[src/rtl/plab4_net_router_switch_alloc_pkg.sv]
// Shared definitions for the ring router switch allocator.
// Output index constants match the route encodings produced by route compute.
// Request/grant vectors: bit PORT_PREV = out prev, bit PORT_TERM = out term,
// bit PORT_NEXT = out next. Inside an arbiter the same 3-bit shape is indexed
// by input number instead.
package plab4_net_router_switch_alloc_pkg;

    localparam int NUM_PORTS = 3;

    localparam int PORT_PREV = 0;
    localparam int PORT_TERM = 1;
    localparam int PORT_NEXT = 2;

    typedef logic [NUM_PORTS-1:0] port_vec_t;
    typedef logic [1:0]           port_idx_t;

    // Advance a port index by one, wrapping 2 -> 0.
    function automatic port_idx_t port_idx_inc(input port_idx_t idx);
        return (idx == 2'd2) ? 2'd0 : idx + 2'd1;
    endfunction

endpackage

[src/rtl/plab4_net_rr_arb3.sv]
// Three-input round-robin arbiter with a registered priority pointer.
// The pointer moves to one past the winner; a flush forces no grant this
// cycle and returns the pointer to input 0.
module plab4_net_rr_arb3
    import plab4_net_router_switch_alloc_pkg::*;
(
    input  logic      clk,
    input  logic      reset,
    input  port_vec_t reqs,
    input  logic      flush,
    output port_vec_t grant
);

    port_idx_t ptr_q;
    port_idx_t ptr_d;
    port_idx_t ptr_p1;
    port_idx_t ptr_p2;

    // Pick the first requester at or after the pointer and compute the new pointer.
    always_comb begin
        grant  = '0;
        ptr_d  = ptr_q;
        ptr_p1 = port_idx_inc(ptr_q);
        ptr_p2 = port_idx_inc(ptr_p1);
        if (flush) begin
            ptr_d = 2'd0;
        end else if (reqs[ptr_q]) begin
            grant[ptr_q] = 1'b1;
            ptr_d        = ptr_p1;
        end else if (reqs[ptr_p1]) begin
            grant[ptr_p1] = 1'b1;
            ptr_d         = ptr_p2;
        end else if (reqs[ptr_p2]) begin
            grant[ptr_p2] = 1'b1;
            ptr_d         = ptr_q;   // one past ptr_p2 wraps back to ptr_q
        end
    end

    // Priority pointer register.
    always_ff @(posedge clk or negedge reset) begin
        if (!reset) ptr_q <= 2'd0;
        else        ptr_q <= ptr_d;
    end

endmodule

[src/rtl/plab4_net_router_switch_alloc.sv]
// Switch allocator and ring credit tracker for one router.
// One round-robin arbiter per output; prev/next are masked when their
// downstream credit count is zero, term is masked when the terminal is busy.
// Optional build macro PLAB4_NET_SWITCH_ALLOC_SD_FLUSH_EN: on any change of
// cur_sd, all grants are suppressed for that cycle and every arbiter pointer
// returns to input 0, so arbitration history cannot leak across domains.
module plab4_net_router_switch_alloc
    import plab4_net_router_switch_alloc_pkg::*;
#(
    parameter int p_num_free_nbits = 2,
    parameter int p_credit_init    = 2
) (
    input  logic                        clk,
    input  logic                        reset,
    input  logic [2:0]                  reqs_in0,
    input  logic [2:0]                  reqs_in1,
    input  logic [2:0]                  reqs_in2,
    output logic [2:0]                  grants_in0,
    output logic [2:0]                  grants_in1,
    output logic [2:0]                  grants_in2,
    input  logic                        term_out_rdy,
    input  logic                        credit_ret_east,
    input  logic                        credit_ret_west,
    output logic [p_num_free_nbits-1:0] num_free_east,
    output logic [p_num_free_nbits-1:0] num_free_west,
    output logic                        credit_err,
    input  logic                        cur_sd
);

    localparam logic [p_num_free_nbits-1:0] CREDIT_MAX = p_num_free_nbits'(p_credit_init);

    logic [p_num_free_nbits-1:0] credit_east_q, credit_east_d;
    logic [p_num_free_nbits-1:0] credit_west_q, credit_west_d;
    logic                        credit_err_q,  credit_err_d;
    logic                        sd_flush;

    // [input][output] and [output][input] views of requests and grants
    logic [NUM_PORTS-1:0][NUM_PORTS-1:0] in_reqs;
    logic [NUM_PORTS-1:0][NUM_PORTS-1:0] in_grants;
    logic [NUM_PORTS-1:0][NUM_PORTS-1:0] out_reqs;
    logic [NUM_PORTS-1:0][NUM_PORTS-1:0] out_grants;
    logic [NUM_PORTS-1:0]                out_avail;

    assign in_reqs[0] = reqs_in0;
    assign in_reqs[1] = reqs_in1;
    assign in_reqs[2] = reqs_in2;

    assign grants_in0 = in_grants[0];
    assign grants_in1 = in_grants[1];
    assign grants_in2 = in_grants[2];

    assign out_avail[PORT_PREV] = (credit_east_q != '0);
    assign out_avail[PORT_TERM] = term_out_rdy;
    assign out_avail[PORT_NEXT] = (credit_west_q != '0);

`ifdef PLAB4_NET_SWITCH_ALLOC_SD_FLUSH_EN
    logic prev_sd_q, prev_sd_d;

    // Remember last cycle's domain to detect a switch.
    always_comb begin
        prev_sd_d = cur_sd;
    end

    // Domain history register.
    always_ff @(posedge clk or negedge reset) begin
        if (!reset) prev_sd_q <= 1'b0;
        else        prev_sd_q <= prev_sd_d;
    end

    assign sd_flush = (cur_sd != prev_sd_q);
`else
    logic unused_cur_sd;
    assign unused_cur_sd = cur_sd;
    assign sd_flush      = 1'b0;
`endif

    genvar gi, gj;
    generate
        for (gi = 0; gi < NUM_PORTS; gi++) begin : g_out
            for (gj = 0; gj < NUM_PORTS; gj++) begin : g_in
                assign out_reqs[gi][gj]  = in_reqs[gj][gi] & out_avail[gi];
                assign in_grants[gj][gi] = out_grants[gi][gj];
            end
            plab4_net_rr_arb3 u_arb (
                .clk   (clk),
                .reset (reset),
                .reqs  (out_reqs[gi]),
                .flush (sd_flush),
                .grant (out_grants[gi])
            );
        end
    endgenerate

    // Credit bookkeeping: a grant consumes a slot, a return frees one,
    // both together cancel; out-of-range moves saturate and latch the error.
    always_comb begin
        credit_east_d = credit_east_q;
        credit_west_d = credit_west_q;
        credit_err_d  = credit_err_q;

        if ((|out_grants[PORT_PREV]) && !credit_ret_east) begin
            if (credit_east_q == '0) credit_err_d  = 1'b1;
            else                     credit_east_d = credit_east_q - 1'b1;
        end else if (credit_ret_east && !(|out_grants[PORT_PREV])) begin
            if (credit_east_q == CREDIT_MAX) credit_err_d  = 1'b1;
            else                             credit_east_d = credit_east_q + 1'b1;
        end

        if ((|out_grants[PORT_NEXT]) && !credit_ret_west) begin
            if (credit_west_q == '0) credit_err_d  = 1'b1;
            else                     credit_west_d = credit_west_q - 1'b1;
        end else if (credit_ret_west && !(|out_grants[PORT_NEXT])) begin
            if (credit_west_q == CREDIT_MAX) credit_err_d  = 1'b1;
            else                             credit_west_d = credit_west_q + 1'b1;
        end
    end

    // Credit counters and sticky error flag.
    always_ff @(posedge clk or negedge reset) begin
        if (!reset) begin
            credit_east_q <= CREDIT_MAX;
            credit_west_q <= CREDIT_MAX;
            credit_err_q  <= 1'b0;
        end else begin
            credit_east_q <= credit_east_d;
            credit_west_q <= credit_west_d;
            credit_err_q  <= credit_err_d;
        end
    end

    assign num_free_east = credit_east_q;
    assign num_free_west = credit_west_q;
    assign credit_err    = credit_err_q;

endmodule

[config.mk]
export PLATFORM = sky130hd
export DESIGN_NAME = plab4_net_router_switch_alloc
export DESIGN_NICKNAME = d
export VERILOG_FILES = /design/src/rtl/plab4_net_router_switch_alloc_pkg.sv /design/src/rtl/plab4_net_rr_arb3.sv /design/src/rtl/plab4_net_router_switch_alloc.sv
export SDC_FILE = /design/constraint.sdc
export NUM_CORES = 1
export LEC_CHECK = 0
export ABC_CLOCK_PERIOD_IN_PS = 2000
export CORE_MARGIN = 8
export CORE_UTILIZATION = 45
export CTS_BUF_LIST = sky130_fd_sc_hd__clkbuf_16
export DETAILED_ROUTE_END_ITERATION = 7
export GPL_TIMING_DRIVEN = 0
export PLACE_DENSITY = 0.79
export SYNTH_ARGS = -nofsm -noshare
export SYNTH_HDL_FRONTEND = slang
export SYNTH_SLANG_ARGS = --single-unit
[constraint.sdc]
create_clock -name clk -period 2 [get_ports clk]
set_input_delay 0.4 -clock clk [delete_from_list [all_inputs] [get_ports clk]]
set_output_delay 0.4 -clock clk [all_outputs]
set_load 0.05 [all_outputs]
After elaboration in Yosys (flattened, before gate mapping)
Cells that the tools add are included.
W data, S select, Z words.
{"block": "totals", "reg_bits": 11, "elab_cells": 158}
{"block": "classes", "bitwise_logic": 9, "n_eq_ne": 12, "reduce_logical": 30, "add_sub_neg": 10, "n_lt_le_gt_ge": 18, "muxes": 73}
{"op": "$mux W2", "n": 20}
{"op": "$lt A2 B3 Y1 const B", "n": 9}
{"op": "$mux W3", "n": 9}
{"op": "$mux W1", "n": 26}
{"op": "$bmux W1 S2", "n": 9}
{"op": "$demux W1 S2", "n": 9}
{"op": "$ge A2 B1 Y1 const B", "n": 9}
{"op": "$add A2 B1 Y2 const B", "n": 8}
{"op": "$eq A2 B2 Y1 const B", "n": 8}
{"op": "$reduce_bool A2 Y1", "n": 7}
{"op": "$logic_and A1 B1 Y1", "n": 13}
{"op": "$and A1 B1 Y1", "n": 9}
{"op": "$ne A2 B2 Y1 const B", "n": 4}
{"op": "$reduce_and A3 Y1", "n": 2}
{"op": "$reduce_or A3 Y1", "n": 2}
{"op": "$logic_not A1 Y1", "n": 4}
{"op": "$logic_not A2 Y1", "n": 2}
{"op": "$sub A2 B1 Y2 const B", "n": 2}

Longest topological paths before layout
Gate-level depths: netlist of the first run.
{"block": "logic_depth", "word_depth": 19, "ltp_mapped": 8}

Modules after synthesis
Synthesis of the first run repeated with hierarchy kept, for this count alone.
{"block": "hier_totals", "cells_unflattened": 117, "area_unflattened_um2": 1017.2}
{"mod": "plab4_net_rr_arb3", "instances": 3, "area_per_inst_um2": 200.2, "cells_per_inst": 22}
{"mod": "plab4_net_router_switch_alloc", "instances": 1, "area_per_inst_um2": 416.6, "cells_per_inst": 51}

Worst setup path before layout of the first run
No wires, ideal clock.
{"block": "synth_timing", "path_type": "register -> output", "from": "reg credit_west_q[1], in the netlist num_free_west[1]", "to": "out grants_in0[2]", "slack_ps": -692, "stages_incl_launch_ff": 6, "t_arrival_ps": 2292, "n_path_buf": 2, "cell_sequence": "dfstp_2 > buf_6 > or2_1 > buf_6 > nand2_1 > a221oi_1"}
{"block": "synth_between", "elab_chain_cells": 7}
{"item": "from (decl)", "line_no": "plab4_net_router_switch_alloc.sv:33", "text": "logic [p_num_free_nbits-1:0] credit_west_q, credit_west_d;"}
{"item": "from (signal assigned)", "line_no": "plab4_net_router_switch_alloc.sv:126", "text": "credit_west_q <= credit_west_d;"}
{"item": "$reduce_bool A2 Y1 *", "line_no": "plab4_net_router_switch_alloc.sv:54", "text": "assign out_avail[PORT_NEXT] = (credit_west_q != '0);"}
{"item": "$and A1 B1 Y1", "line_no": "plab4_net_router_switch_alloc.sv:81", "text": "assign out_reqs[gi][gj] = in_reqs[gj][gi] & out_avail[gi];"}
{"item": "$bmux W1 S2", "line_no": "plab4_net_rr_arb3.sv:33", "text": "end else if (reqs[ptr_p2]) begin"}
{"item": "$mux W1 (not written as such)", "line_no": "plab4_net_rr_arb3.sv:33"}
{"item": "$mux W3", "line_no": "plab4_net_rr_arb3.sv:33"}
{"item": "$mux W3", "line_no": "plab4_net_rr_arb3.sv:30", "text": "end else if (reqs[ptr_p1]) begin"}
{"item": "$mux W3 *", "line_no": "plab4_net_rr_arb3.sv:27", "text": "end else if (reqs[ptr_q]) begin"}
{"item": "to (decl)", "line_no": "plab4_net_router_switch_alloc.sv:18", "text": "output logic [2:0] grants_in0,"}
Mark *: on every way between the ends. The rest lies on a longest branch, timed or not. The select of a mux whose other input is x is not followed.

Worst setup path in the final report of the first run
{"block": "layout_timing", "from": "reg credit_west_q[1], in the netlist num_free_west[1]", "to": "out num_free_west[1]"}
{"item": "to (decl)", "line_no": "plab4_net_router_switch_alloc.sv:25", "text": "output logic [p_num_free_nbits-1:0] num_free_west,"}
No word-level cell between the ends.

==> flow_summary_export.csv, run 1 <==
group,metric,value,unit
routing,drt_iter0_drc,21,
synth,synth_area,883,um^2
synth,synth.distinct_cells,32,
synth,synthArstFlopShare,100,%
routing,drc,0,
critical_path,crit_fanout,2,
synth,syn_nets,134,
global_routing,grt-ovfl-total,0,
critical_path,worstSetupEndpointType,"output pin",
sta,fmax,510,MHz
floorplan,die_area,0.00364,mm^2
clock_tree,cts_made_buffers,3,
synth,synth-seq-cells,11,
pwr,p_leak,0.615,nW
finish,areaGrowthSynthToFinish,50.1,%
synth,seq_area_frac_synth,31.4,%
finish,finish.utilization,69.7,%
floorplan,core,0.00190,mm^2
clock_tree,cts_buffer_depth,2,
global_routing,grt_pass1_vias,863,
synth,ys.flop_type,"dfrtp_1",
finish,diodes,0,
clock_tree,clkSinkCount,11,
placement,dpl_worst_slack,-0.665,ns
critical_path,cp_top_family,"buffers and inverters",
placement,place_area,0.00122,mm^2
global_routing,antenna_found_initial,0,
critical_path,worst-path-buf-inv,1,
finish,fin_area,0.00133,mm^2
global_routing,grt_usage,13.0,%
critical_path,cp.arrival,1.56,ns
finish,drive_gt1_share,23.6,%
sta,fin_crit_sh,98.0,%
floorplan,row_count,16,
flow_run,maxCapViolations,0,
placement,dpl.hpwl,1750,um
finish,fin_nets,168,
pwr,vdd_ir_drop_max,0.937,mV
synth,syn_inst,115,
critical_path,critical_path_class,"register to output pin",
clock_tree,cts_tree,"built",
routing,wl_per_cell,13.2,um
global_routing,grt_pass1_wl,3600,um
routing,antenna_left,0,
routing,vias,925,
sta,worst_slew_pin_slew,0.499,ns
clock_tree,clockRootBuffer,"clkbuf_16",
synth,synth.area.top_cells,"dfrtp_1 (25%), dfstp_2 (5.9%), ha_1 (5.7%)",
placement,gp_congestion,0.766,
synth,avgSynthCellArea,7.68,um^2
critical_path,critical_path_required,1.60,ns
synth,ys_warn_count,0,
clock_tree,ctsHtreeMaxLevel,1,
synth,synth-edff-count,0,
synth,synth_area_leader_cell,"dfrtp_1",
placement,dp.cells,169,
run_status,outcome,"finished, final reports clean",
floorplan,die_w,60.3,um
floorplan,start_util,46.4,%
pwr,power.density,1690,mW/mm^2
synth,synth_top_area_share,25.5,%
critical_path,slowest_stage,"clkdlybuf4s50_1",
finish,stdcell_count,175,
sta,max_slew_margin,66.6,%
sta,setup_slack,0.0391,ns
sta,finalCriticalPeriod,1.96,ns
sta,hold_viol_final,0,
pwr,finalPower,2.24,mW
critical_path,critical_path.cell_chain,"clkdlybuf4s50_1",
critical_path,start_kind,"register",
clock_tree,path_clk_slew,0.04,ns
clock_tree,clkLatencyLatePin,0.24,ns
sta,fin_skew,0.00328,ns
routing,dr.pass1.iters,4,
finish,layout_common_cells,"clkdlybuf4s50_1 (14), nor2_1 (11), inv_1 (10)",
routing,finalWirelength,2310,um
sta,slew_violations,0,
floorplan,pin_count,29,
placement,io_buffers,27,
routing,avgViaCountPerCell,5.29,
sta,setup_viol,0,
floorplan,die_h,60.3,um
min_path,min_path_type,"register to register",
critical_path,worst_path_largest_cell_delay,0.80,ns
global_routing,grt_max_degree,12,
finish,final_common_cell,"clkdlybuf4s50_1",
cells in the mapped netlist (all sizes together) (2+ instances only):
cell and count:
nor2 12, dfstp 2, nand2b 5, inv 10
buf 3, a21o 2, nand3 4, nand2 10
xor2 2, o21ai 10, nor2b 2, or2 4
dfrtp 9, a31oi 5, a21oi 9, a21boi 2
ha 4, a221oi 2, nand3b 3, nor3 8
final cells by class:
class,count,area [um^2]
multi-input cells,90,597
flip-flops and latches,11,278
clock buffers,3,75.1
inverters,10,37.5
repair buffers,29,269
clock inverters,1,5.00
well taps,27,33.8
plain buffers,4,31.3
fillers,155,576
report_power, final:
| group | switching [mW] | total [mW] | leakage, nW | internal [mW] |
|---|---|---|---|---|
| clock network | 0.0995 | 0.364 | 0.0409 | 0.265 |
| logic | 0.843 | 1.40 | 0.451 | 0.560 |
| registers | 0.137 | 0.477 | 0.124 | 0.340 |
timing repair:
| item | in CTS | in global routing |
|---|---|---|
| endpoints found under the setup margin | 11 | 10 |
| hold buffers | 0 | 0 |
| hold endpoints to repair | 0 | 0 |
| pin swaps | 0 | 2 |
| setup buffers | 0 | 2 |
| gates resized for setup | 56 | 14 |
flip-flops by register name, indices dropped and copies added, names as in the netlist:
register and flops:
credit_err 1, g_out.u_arb.ptr_q 6, num_free_west 2, num_free_east 2
final timing paths:
path | depth (start not counted) | end | slack [ns] | from
worst min-delay path | 1 | credit_err | 0.47 | credit_err
max in group asynchronous | 1 | num_free_west[1] | 1.15 | reset
worst max register to register | 8 | credit_err | 0.21 | g_out[0].u_arb.ptr_q[1]
min in group asynchronous | 1 | g_out[2].u_arb.ptr_q[1] | 0.50 | reset
worst min register to register | 1 | credit_err | 0.47 | credit_err
worst max-delay path | 1 | num_free_west[1] | 0.04 | num_free_west[1]
per-stage QoR:
stage | TNS, ns | hold slack [ns]
5_1_grt | -0.0185 | 0.506
6_report | 0 | 0.468
3_5_place_dp | -5.27 | 0.463
3_3_place_gp | -4.80 | 0.453
2_1_floorplan | -0.207 | 0.104
4_1_cts | 0 | 0.472
logic make-up after synthesis:
group,count (synthesis),share of synthesized area [%]
AO/OA/AOI/OAI,35,25.5
XOR/XNOR,2,1.98
adder cells (fa/ha/maj),4,5.67
buffers and inverters,14,7.79
flip-flops,11,31.4
multiplexers,1,1.13
AND/OR/NAND/NOR,48,26.5
per-layer routing:
layer	up-vias	GRT usage (%)	routed length, um
met5	-	0	0
met4	0	2.72	0
met3	0	5.59	124
met2	24	22.3	1180
met1	429	14.6	1000
li1	472	-	-
(Power assumes the default switching activity.)
==> run 2: changes to the inputs <==
--- a/config.mk
+++ b/config.mk
@@ -5,7 +5,6 @@
 export SDC_FILE = /design/constraint.sdc
 export NUM_CORES = 1
 export LEC_CHECK = 0
-export ABC_CLOCK_PERIOD_IN_PS = 2000
 export CORE_MARGIN = 8
 export CORE_UTILIZATION = 45
 export CTS_BUF_LIST = sky130_fd_sc_hd__clkbuf_16
==> results of run 2 <==
The final DEF is identical to that of run 1; final timing and power are the same.
==> run 3: changes to the inputs <==
--- a/config.mk
+++ b/config.mk
@@ -10,6 +10,7 @@
 export CTS_BUF_LIST = sky130_fd_sc_hd__clkbuf_16
 export DETAILED_ROUTE_END_ITERATION = 7
 export GPL_TIMING_DRIVEN = 0
+export MAX_ROUTING_LAYER = met4
 export PLACE_DENSITY = 0.79
 export SYNTH_ARGS = -nofsm -noshare
 export SYNTH_HDL_FRONTEND = slang
==> run 3 against run 2 <==
Effect of this change: cell area stayed put; register-to-register slack hardly changed; cell count unchanged; die area did not move; clock power about the same; critical path depth stayed put; worst setup slack barely moved; fmax about the same; clock skew about the same; sequential share of layout area unchanged; clock-buffer cell count did not move; combinational power about the same; critical path type unchanged; critical endpoint unchanged; highest routed layer unchanged.
==> flow_summary_export.csv, run 3 (same netlist as run 1, synthesis figures left out) <==
group,metric,value,unit
floorplan,core,0.00190,mm^2
routing,antenna_left,0,
finish,final_common_cell,"clkdlybuf4s50_1",
sta,finalCriticalPeriod,1.96,ns
sta,slew_violations,0,
clock_tree,cts_made_buffers,3,
critical_path,reg2reg_slack,0.21,ns
sta,hold_viol_final,0,
sta,max_slew_margin,66.6,%
routing,met1_length,1020,um
critical_path,critical_path_class,"register to output pin",
floorplan,start_util,46.4,%
finish,largest_reg_flops,6,
finish,diodes,0,
routing,dr.pass1.iters,4,
placement,dpl.hpwl,1750,um
routing,wl_met3,108,um
routing,highest_layer,"met3",
sta,fin_skew,0.00322,ns
critical_path,crit_fanout,2,
global_routing,grt_pass1_wl,3600,um
finish,top_register,"g_out.u_arb.ptr_q",
global_routing,grt_max_degree,12,
floorplan,die_area,0.00364,mm^2
routing,wl_per_cell,13.3,um
clock_tree,clockRootBuffer,"clkbuf_16",
routing,vias,931,
placement,gp_congestion,0.776,
floorplan,die_h,60.3,um
global_routing,grt-ovfl-total,0,
clock_tree,clkSinkCount,11,
min_path,min_path_type,"register to register",
critical_path,cp.arrival,1.56,ns
global_routing,antenna_found_initial,0,
flow_run,maxCapViolations,0,
finish,fin_nets,168,
sta,setup_viol,0,
sta,fin_crit_sh,98.0,%
critical_path,critical_path.cell_chain,"clkdlybuf4s50_1",
routing,avgViaCountPerCell,5.32,
sta,worst_slew_pin_slew,0.499,ns
sta,holdWs,0.468,ns
finish,stdcell_count,175,
critical_path,worst_path_largest_cell_delay,0.80,ns
global_routing,grt_usage,13.4,%
finish,fillers,155,
finish,drive_gt1_share,23.6,%
finish,areaGrowthSynthToFinish,50.1,%
clock_tree,path_clk_slew,0.04,ns
critical_path,start_kind,"register",
critical_path,worstSetupEndpointType,"output pin",
routing,wl_met2,1190,um
finish,seqCellArea,278,um^2
sta,tns,0,ns
sta,fmax,510,MHz
clock_tree,holdBufCountCts,0,
global_routing,grt_pass1_vias,863,
finish,layout_common_cells,"clkdlybuf4s50_1 (14), nor2_1 (11), inv_1 (10)",
floorplan,pin_count,29,
floorplan,row_count,16,
routing,drc,0,
clock_tree,cts_tree,"built",
clock_tree,clkLatencyLatePin,0.24,ns
pwr,power.density,1690,mW/mm^2
routing,drt_iter0_drc,21,
clock_tree,ctsHtreeMaxLevel,1,
placement,dp.cells,169,
pwr,p_leak,0.615,nW
critical_path,critical_path_required,1.60,ns
critical_path,worst-path-buf-inv,1,
pwr,vdd_ir_drop_max,0.941,mV
critical_path,slowest_stage,"clkdlybuf4s50_1",
finish,finish.utilization,69.7,%
floorplan,die_w,60.3,um
clock_tree,cts_buffer_depth,2,
critical_path,cp_top_family,"buffers and inverters",
finish,multi_input_area,597,um^2
placement,io_buffers,27,
run_status,outcome,"finished, final reports clean",
routing,finalWirelength,2320,um
## run 3: area by class of cell
class,instances,area share [%]
Timing Repair Buffer,29,20.3
Multi-Input combinational cell,90,45.0
Clock buffer,3,5.66
Buffer,4,2.36
Clock inverter,1,0.377
Inverter,10,2.83
Tap cell,27,2.55
Sequential cell,11,20.9
## run 3: report_power, final
group,switching [mW],total [mW],internal (mW)
Sequential,0.137,0.477,0.340
Combinational,0.846,1.41,0.560
Clock,0.0996,0.364,0.265
Total,1.08,2.25,1.16
## run 3: what timing repair did
item                                   in CTS  in global routing
setup endpoints to repair                  11                 10
setup buffers                               0                  2
endpoints found under the hold margin       0                  0
resized for setup                          56                 14
pin swaps                                   0                  2
## run 3: through the flow
step                instance area [um^2]  power [mW]  worst slack, ns
floorplan                            912        1.45           -0.207
global placement                    1220        1.77           -0.567
detailed placement                  1220        1.82           -0.665
CTS                                 1280        2.17          0.00318
global route                        1330        2.40          -0.0185
finish                              1330        2.25           0.0391
## run 3: final timing paths
check / endpoint / startpoint / depth (start not counted)
min reg2reg: credit_err / credit_err / 1
max in group asynchronous: num_free_west[1] / reset / 1
max: num_free_west[1] / num_free_west[1] / 1
min: credit_err / credit_err / 1
min in group asynchronous: g_out[2].u_arb.ptr_q[1] / reset / 1
max reg2reg: credit_err / g_out[0].u_arb.ptr_q[1] / 8
## run 3: routing by layer
metal	up-vias	GRT usage [%]
met3	0	5.16
met4	0	2.72
met1	434	14.8
met5	-	-
li1	473	-
met2	24	22.3
